**src/rtl/axi_rd_pkg.sv**
```systemverilog
// rtl/axi_rd_pkg.sv - shared widths, FSM encoding and helpers for the AXI read master
package axi_rd_pkg;

    localparam int AXI_ADDR_W = 4;
    localparam int AXI_DATA_W = 8;

    localparam logic [1:0] ST_IDLE = 2'd0;
    localparam logic [1:0] ST_ADDR = 2'd1;
    localparam logic [1:0] ST_DATA = 2'd2;

    // The slave has 16 locations, so burst addresses wrap 15 -> 0.
    function automatic logic [AXI_ADDR_W-1:0] addr_inc(input logic [AXI_ADDR_W-1:0] a);
        return a + AXI_ADDR_W'(1);
    endfunction

endpackage

```
**src/rtl/axi_read_master_if.sv**
```systemverilog
// rtl/axi_read_master_if.sv - AR/R channel bundle between the read master and the 16x8 slave
interface axi_read_master_if;
    import axi_rd_pkg::*;

    logic [AXI_ADDR_W-1:0] read_address;
    logic                  AR_VALID;
    logic                  AR_READY;
    logic [AXI_DATA_W-1:0] data_read;
    logic                  R_VALID;
    logic                  R_READY;

    modport master (
        output read_address, AR_VALID, R_READY,
        input  AR_READY, data_read, R_VALID
    );

    modport slave (
        input  read_address, AR_VALID, R_READY,
        output AR_READY, data_read, R_VALID
    );
endinterface

```
**src/rtl/axi_rd_resp_fifo.sv**
```systemverilog
// rtl/axi_rd_resp_fifo.sv - synchronous response FIFO buffering R beats for the consumer
module axi_rd_resp_fifo #(
    parameter int DEPTH = 4,
    parameter int WIDTH = 8
) (
    input  logic                       clk,
    input  logic                       rst,
    input  logic                       push,
    input  logic [WIDTH-1:0]           push_data,
    input  logic                       pop,
    output logic [WIDTH-1:0]           pop_data,
    output logic                       full,
    output logic                       empty,
    output logic [$clog2(DEPTH):0]     count
);
    localparam int AW = $clog2(DEPTH);

    logic [WIDTH-1:0] mem [DEPTH];
    logic [AW-1:0]    wr_ptr;
    logic [AW-1:0]    rd_ptr;
    logic             do_push;
    logic             do_pop;

    assign full     = (count == (AW+1)'(DEPTH));
    assign empty    = (count == '0);
    assign do_pop   = pop && !empty;
    // A full FIFO still takes a push when the head leaves in the same cycle.
    assign do_push  = push && (!full || do_pop);
    assign pop_data = mem[rd_ptr];

    always_ff @(posedge clk) begin
        if (rst) begin
            wr_ptr <= '0;
            rd_ptr <= '0;
            count  <= '0;
        end else begin
            if (do_push) wr_ptr <= wr_ptr + AW'(1);
            if (do_pop)  rd_ptr <= rd_ptr + AW'(1);
            case ({do_push, do_pop})
                2'b10:   count <= count + (AW+1)'(1);
                2'b01:   count <= count - (AW+1)'(1);
                default: count <= count;
            endcase
        end
    end

    always_ff @(posedge clk) begin
        if (do_push) mem[wr_ptr] <= push_data;
    end
endmodule

```
**src/rtl/axi_read_master.sv**
```systemverilog
// rtl/axi_read_master.sv - burst-to-single-beat AXI read master with response buffer and timeout
module axi_read_master
    import axi_rd_pkg::*;
#(
    parameter int FIFO_DEPTH = 4,
    parameter int TIMEOUT    = 64
) (
    input  logic                     m_clk,
    input  logic                     rst,
    input  logic                     cmd_valid,
    output logic                     cmd_ready,
    input  logic [AXI_ADDR_W-1:0]    cmd_addr,
    input  logic [AXI_ADDR_W-1:0]    cmd_len,
    axi_read_master_if.master        bus,
    output logic                     rsp_valid,
    input  logic                     rsp_ready,
    output logic [AXI_DATA_W-1:0]    rsp_data,
    output logic                     busy,
    output logic                     done,
    output logic                     err
);
    localparam int TW = $clog2(TIMEOUT + 1);
    localparam int CW = $clog2(FIFO_DEPTH) + 1;

    logic [1:0]            state;
    logic [AXI_ADDR_W-1:0] addr;
    logic [AXI_ADDR_W-1:0] len;
    logic [AXI_ADDR_W-1:0] beat_cnt;
    logic [TW-1:0]         timer;
    logic                  ar_valid;
    logic                  r_ready;

    logic                  r_hs;
    logic                  pop;
    logic                  fifo_full;
    logic                  fifo_empty;
    logic [CW-1:0]         fifo_count;
    logic                  timeout_hit;
    logic                  room_after_beat;

    assign r_hs        = bus.R_VALID && r_ready;
    assign pop         = rsp_valid && rsp_ready;
    assign timeout_hit = (timer == TW'(TIMEOUT - 1));
    // Occupancy once the current beat lands; decides whether the next AR can go out at once.
    assign room_after_beat = (fifo_count < CW'(FIFO_DEPTH - 1)) || pop;

    assign bus.read_address = addr;
    assign bus.AR_VALID     = ar_valid;
    assign bus.R_READY      = r_ready;
    assign cmd_ready        = (state == ST_IDLE) && !bus.R_VALID;
    assign busy             = (state != ST_IDLE);
    assign rsp_valid        = !fifo_empty;

    axi_rd_resp_fifo #(
        .DEPTH (FIFO_DEPTH),
        .WIDTH (AXI_DATA_W)
    ) u_fifo (
        .clk       (m_clk),
        .rst       (rst),
        .push      (r_hs),
        .push_data (bus.data_read),
        .pop       (pop),
        .pop_data  (rsp_data),
        .full      (fifo_full),
        .empty     (fifo_empty),
        .count     (fifo_count)
    );

    always_ff @(posedge m_clk) begin
        if (rst) begin
            state    <= ST_IDLE;
            addr     <= '0;
            len      <= '0;
            beat_cnt <= '0;
            timer    <= '0;
            ar_valid <= 1'b0;
            r_ready  <= 1'b0;
            done     <= 1'b0;
            err      <= 1'b0;
        end else begin
            done <= 1'b0;
            case (state)
                ST_IDLE: begin
                    if (cmd_valid && cmd_ready) begin
                        addr     <= cmd_addr;
                        len      <= cmd_len;
                        beat_cnt <= '0;
                        timer    <= '0;
                        err      <= 1'b0;
                        ar_valid <= !fifo_full;
                        state    <= ST_ADDR;
                    end
                end
                ST_ADDR: begin
                    if (!ar_valid) begin
                        // Parked until a slot frees; the timer is idle here by design.
                        if (!fifo_full) ar_valid <= 1'b1;
                    end else if (bus.AR_READY) begin
                        ar_valid <= 1'b0;
                        r_ready  <= 1'b1;
                        timer    <= '0;
                        state    <= ST_DATA;
                    end else if (timeout_hit) begin
                        ar_valid <= 1'b0;
                        err      <= 1'b1;
                        done     <= 1'b1;
                        state    <= ST_IDLE;
                    end else begin
                        timer <= timer + TW'(1);
                    end
                end
                ST_DATA: begin
                    if (r_hs) begin
                        r_ready  <= 1'b0;
                        addr     <= addr_inc(addr);
                        beat_cnt <= beat_cnt + AXI_ADDR_W'(1);
                        timer    <= '0;
                        if (beat_cnt == len) begin
                            done  <= 1'b1;
                            state <= ST_IDLE;
                        end else begin
                            ar_valid <= room_after_beat;
                            state    <= ST_ADDR;
                        end
                    end else if (timeout_hit) begin
                        r_ready <= 1'b0;
                        err     <= 1'b1;
                        done    <= 1'b1;
                        state   <= ST_IDLE;
                    end else begin
                        timer <= timer + TW'(1);
                    end
                end
                default: state <= ST_IDLE;
            endcase
        end
    end
endmodule
```
**src/flat_wrapper.sv**
```systemverilog
// flat-port wrapper written by rule: the top's interface ports become plain ports
module axi_read_master_flat import axi_rd_pkg::*;
#(
    parameter int FIFO_DEPTH = 4,
    parameter int TIMEOUT    = 64
)
  (m_clk, rst, cmd_valid, cmd_ready, cmd_addr, cmd_len, rsp_valid, rsp_ready, rsp_data, busy, done, err, bus_read_address, bus_AR_VALID, bus_R_READY, bus_AR_READY, bus_data_read, bus_R_VALID);
  axi_read_master_if bus_i ();
  input  logic m_clk;
  input  logic rst;
  input  logic cmd_valid;
  output logic cmd_ready;
  input  logic [AXI_ADDR_W-1:0] cmd_addr;
  input  logic [AXI_ADDR_W-1:0] cmd_len;
  output logic rsp_valid;
  input  logic rsp_ready;
  output logic [AXI_DATA_W-1:0] rsp_data;
  output logic busy;
  output logic done;
  output logic err;
  output wire logic [$bits(bus_i.read_address)-1:0] bus_read_address;
  output wire logic [$bits(bus_i.AR_VALID)-1:0] bus_AR_VALID;
  output wire logic [$bits(bus_i.R_READY)-1:0] bus_R_READY;
  input wire logic [$bits(bus_i.AR_READY)-1:0] bus_AR_READY;
  input wire logic [$bits(bus_i.data_read)-1:0] bus_data_read;
  input wire logic [$bits(bus_i.R_VALID)-1:0] bus_R_VALID;
  assign bus_read_address = bus_i.read_address;
  assign bus_AR_VALID = bus_i.AR_VALID;
  assign bus_R_READY = bus_i.R_READY;
  assign bus_i.AR_READY = bus_AR_READY;
  assign bus_i.data_read = bus_data_read;
  assign bus_i.R_VALID = bus_R_VALID;
  axi_read_master #(.FIFO_DEPTH(FIFO_DEPTH), .TIMEOUT(TIMEOUT)) u_core (.m_clk(m_clk), .rst(rst), .cmd_valid(cmd_valid), .cmd_ready(cmd_ready), .cmd_addr(cmd_addr), .cmd_len(cmd_len), .bus(bus_i), .rsp_valid(rsp_valid), .rsp_ready(rsp_ready), .rsp_data(rsp_data), .busy(busy), .done(done), .err(err));
endmodule
```
**config.mk**
```make
export PLATFORM = sky130hd
export DESIGN_NAME = axi_read_master_flat
export DESIGN_NICKNAME = d
export VERILOG_FILES = /design/src/rtl/axi_rd_pkg.sv /design/src/rtl/axi_read_master_if.sv /design/src/rtl/axi_rd_resp_fifo.sv /design/src/rtl/axi_read_master.sv /design/src/flat_wrapper.sv
export SDC_FILE = /design/constraint.sdc
export NUM_CORES = 1
export LEC_CHECK = 0
export ABC_AREA = 1
export BUFFER_PORTS_ARGS = -buffer_cell sky130_fd_sc_hd__buf_4
export CELL_PAD_IN_SITES_DETAIL_PLACEMENT = 0
export CELL_PAD_IN_SITES_GLOBAL_PLACEMENT = 2
export CORE_AREA = 2 2 95 97
export CTS_CLUSTER_SIZE = 10
export DETAILED_ROUTE_END_ITERATION = 8
export DIE_AREA = 0 0 97 99
export PLACE_DENSITY = 0.91
export SLEW_MARGIN = 10
export SYNTH_ARGS = -nofsm -noshare
export SYNTH_HDL_FRONTEND = slang
export SYNTH_SLANG_ARGS = --single-unit
```
**constraint.sdc**
```tcl
create_clock -name m_clk -period 5.8 [get_ports m_clk]
set_input_delay 0.87 -clock m_clk [delete_from_list [all_inputs] [get_ports m_clk]]
set_output_delay 0.87 -clock m_clk [all_outputs]
set_load 0.03 [all_outputs]
```
==> results.yml <==
cts:
  clk_path_buf_depth: 2
  cts_buffers: 9
  cts_tree: "done"
  cts_sinks: 66
  cts_setup_buffers: 0
  clkTransAtPathRegs_ns: 0.08
  cts-resized-gates: 0
  cts_root_buffer: "clkbuf_8"
  htreeDepth: 3
  insertion_delay_ns: 0.34
  holdBufCountCts: 0
global_route:
  grt_max_degree: 18
  met2_usage_pct: 24.8
  use_met3_pct: 2.77
  grt_pass1_wl_mm: 10.7
  antenna_found_initial: 0
  grt-ovfl-total: 0
  grt_pass1_vias: 2356
  gr-usage-met1_pct: 16.2
  grt_use_total_pct: 14.0
  busiest_layer: "met2"
timing:
  min_period_ns: 2.78
  finalSetupViolations: 0
  tns_ns: 0
  finClkSkew_ns: 0.00915
  period_share_pct: 48.0
  fmax_ghz: 0.359
  maxSlewHeadroom_pct: 45.5
  rsz0062_at_grt: "false"
  hold_violations: 0
  tightest_slew_ns: 0.815
  finalMaxSlewViolations: 0
worst_setup_path:
  crit_path_end_kind: "output pin"
  worstPathRequired_ns: 4.93
  crit_slowest_cell: "dfxtp_1"
  start_kind: "flip-flop"
  critPathMaxStageDelay_ns: 0.66
  critPathMaxFanout: 17
  crit_arrival_ns: 1.91
  crit_type: "flip-flop to output pin"
  path_cells: "inv_1 -> o21ai_0 -> o22ai_1 -> buf_4"
job:
  drv_cap: 0
synthesis:
  syn-num-nets: 400
  synth_seq_area_share_pct: 53.0
  ys.flop_type: "dfxtp_1"
  netlist_area_mm2: 0.00310
  syn_inst: 365
  async_reset_ff_share_pct: 0
  synth_edf_count: 32
  syn_avg_cell_area_um2: 8.48
  ys_ff_latch: 66
  ys_warn_count: 0
  yosysUniqueCellTypes: 29
cells_and_area:
  final_common_cell: "nand2_1"
  drive_above_1_share_pct: 16.6
  antenna_cells: 0
  nNetsFinal: 446
  area_delta_synth_final_pct: 19.8
  final_cell_mix: "nand2_1, inv_1, nor2_1"
  finalNonFillerCells: 524
place:
  finalWeightedCongestion: 0.796
  post-dp-hpwl_mm: 4.58
  io_buffers: 40
  dp.cells: 508
detailed_routing:
  detail_route.iter0.violations: 76
  num_vias: 2472
  viasPerCell: 4.72
  routed_wl_mm: 6.46
  wl_per_cell_um: 12.3
  ant_nets: 0
  drt_pass1_iterations: 5
  drc: 0
floorplan:
  rows: 34
  ios: 41
  start_util_pct: 36.2
  die_area_mm2: 0.00960
  chipHeight_um: 99
  fp.dieW_um: 97
  core_mm2: 0.00855
power_and_ir_drop:
  power.density_mw_per_mm2: 376
  p_leak_nw: 1.54
  ir_drop_mv: 0.125
status:
  status: "completed"
worst_hold_path:
  hold_path.class: "flip-flop to flip-flop"
## flip-flops by register name (all words and copies together), names as in the netlist, named ones only
register                 count
u_core.beat_cnt              4
u_core.bus.AR_VALID          1
u_core.bus.R_READY           1
u_core.bus.read_address      4
u_core.done                  1
u_core.err                   1
u_core.len                   4
u_core.state                 2
u_core.timer                 7
u_core.u_fifo.count          3
u_core.u_fifo.mem           32
u_core.u_fifo.rd_ptr         2
u_core.u_fifo.wr_ptr         2
## power by group
group	internal, mW	total (mW)	leakage (nW)	switching [mW]
sequential	0.527	0.568	0.565	0.0404
combinational	0.148	0.437	0.868	0.289
clock	0.201	0.390	0.104	0.189
total	0.876	1.39	1.54	0.518
## critical path: cells and delay by family, from the launching register on
family | cells | cell delay [ns]
AOI/OAI and AO/OA | 2 | 0.36
buffers and inverters | 2 | 0.55
DFF | 1 | 0.66
## through the flow
stage          hold WS [ns]  setup slack, ns  utilization [%]  power, mW  area, um2
2_1_floorplan         0.429             3.49                -      0.874       3100
3_3_place_gp          0.446             3.28             41.0       1.01       3510
3_5_place_dp          0.451             3.22             41.0       1.02       3510
4_1_cts               0.463             2.99             43.4       1.41       3710
5_1_grt               0.490             2.82             43.4       1.48       3710
6_report              0.453             3.02             43.4       1.39       3710
## layout make-up
cell class              count  area, um2
well taps                 108        135
clock inverters             7       75.1
multi-input cells         246       1250
repair buffers             40        300
fillers                   844       4840
inverters                  48        181
clock buffers               9        124
flip-flops and latches     66       1640
## cell usage after synthesis, types with 2 or more instances
cell type   n  area share [%]
edfxtp_1   32              31
dfxtp_1    34              22
inv_1      45             5.5
inv_2       2            0.24
o22ai_1     8             1.6
o21ai_0    40             6.5
clkbuf_1    4            0.48
ha_1       12             4.9
nand2_1    78             9.5
nor2_1     45             5.5
o211ai_1    2            0.48
xor2_1      2            0.57
a21oi_1    32             5.2
nor2_2      2            0.40
nand2_2     2            0.40
nand3_1    12             1.9
## metal layers
metal,vias to the layer above,wire (um)
met4,0,121
met1,1119,2990
li1,1298,-
met3,12,174
met5,-,0
met2,43,3170
## path summary, 6_finish.rpt
check                                      start                             endpoint  slack [ns]  cells past startpoint
max                                    flip-flop                          rsp_data[0]        3.02                      4
min                      u_core.err$_SDFFE_PP0P_              u_core.err$_SDFFE_PP0P_        0.45                      2
max reg2reg  u_core.u_fifo.count[0]$_SDFFE_PP0P_  u_core.u_fifo.count[2]$_SDFFE_PP0P_        3.66                     10
min reg2reg              u_core.err$_SDFFE_PP0P_              u_core.err$_SDFFE_PP0P_        0.45                      2
## logic make-up after synthesis
family / share of synthesized area (%)
buffers and inverters: 6.59
xor gates and xnor gates: 0.566
DFF: 53.0
and+or+nand+nor: 19.2
AOI/OAI and AO/OA: 15.2
adders and majority gates: 5.50
No activity file was read; power rests on OpenSTA's default activity.
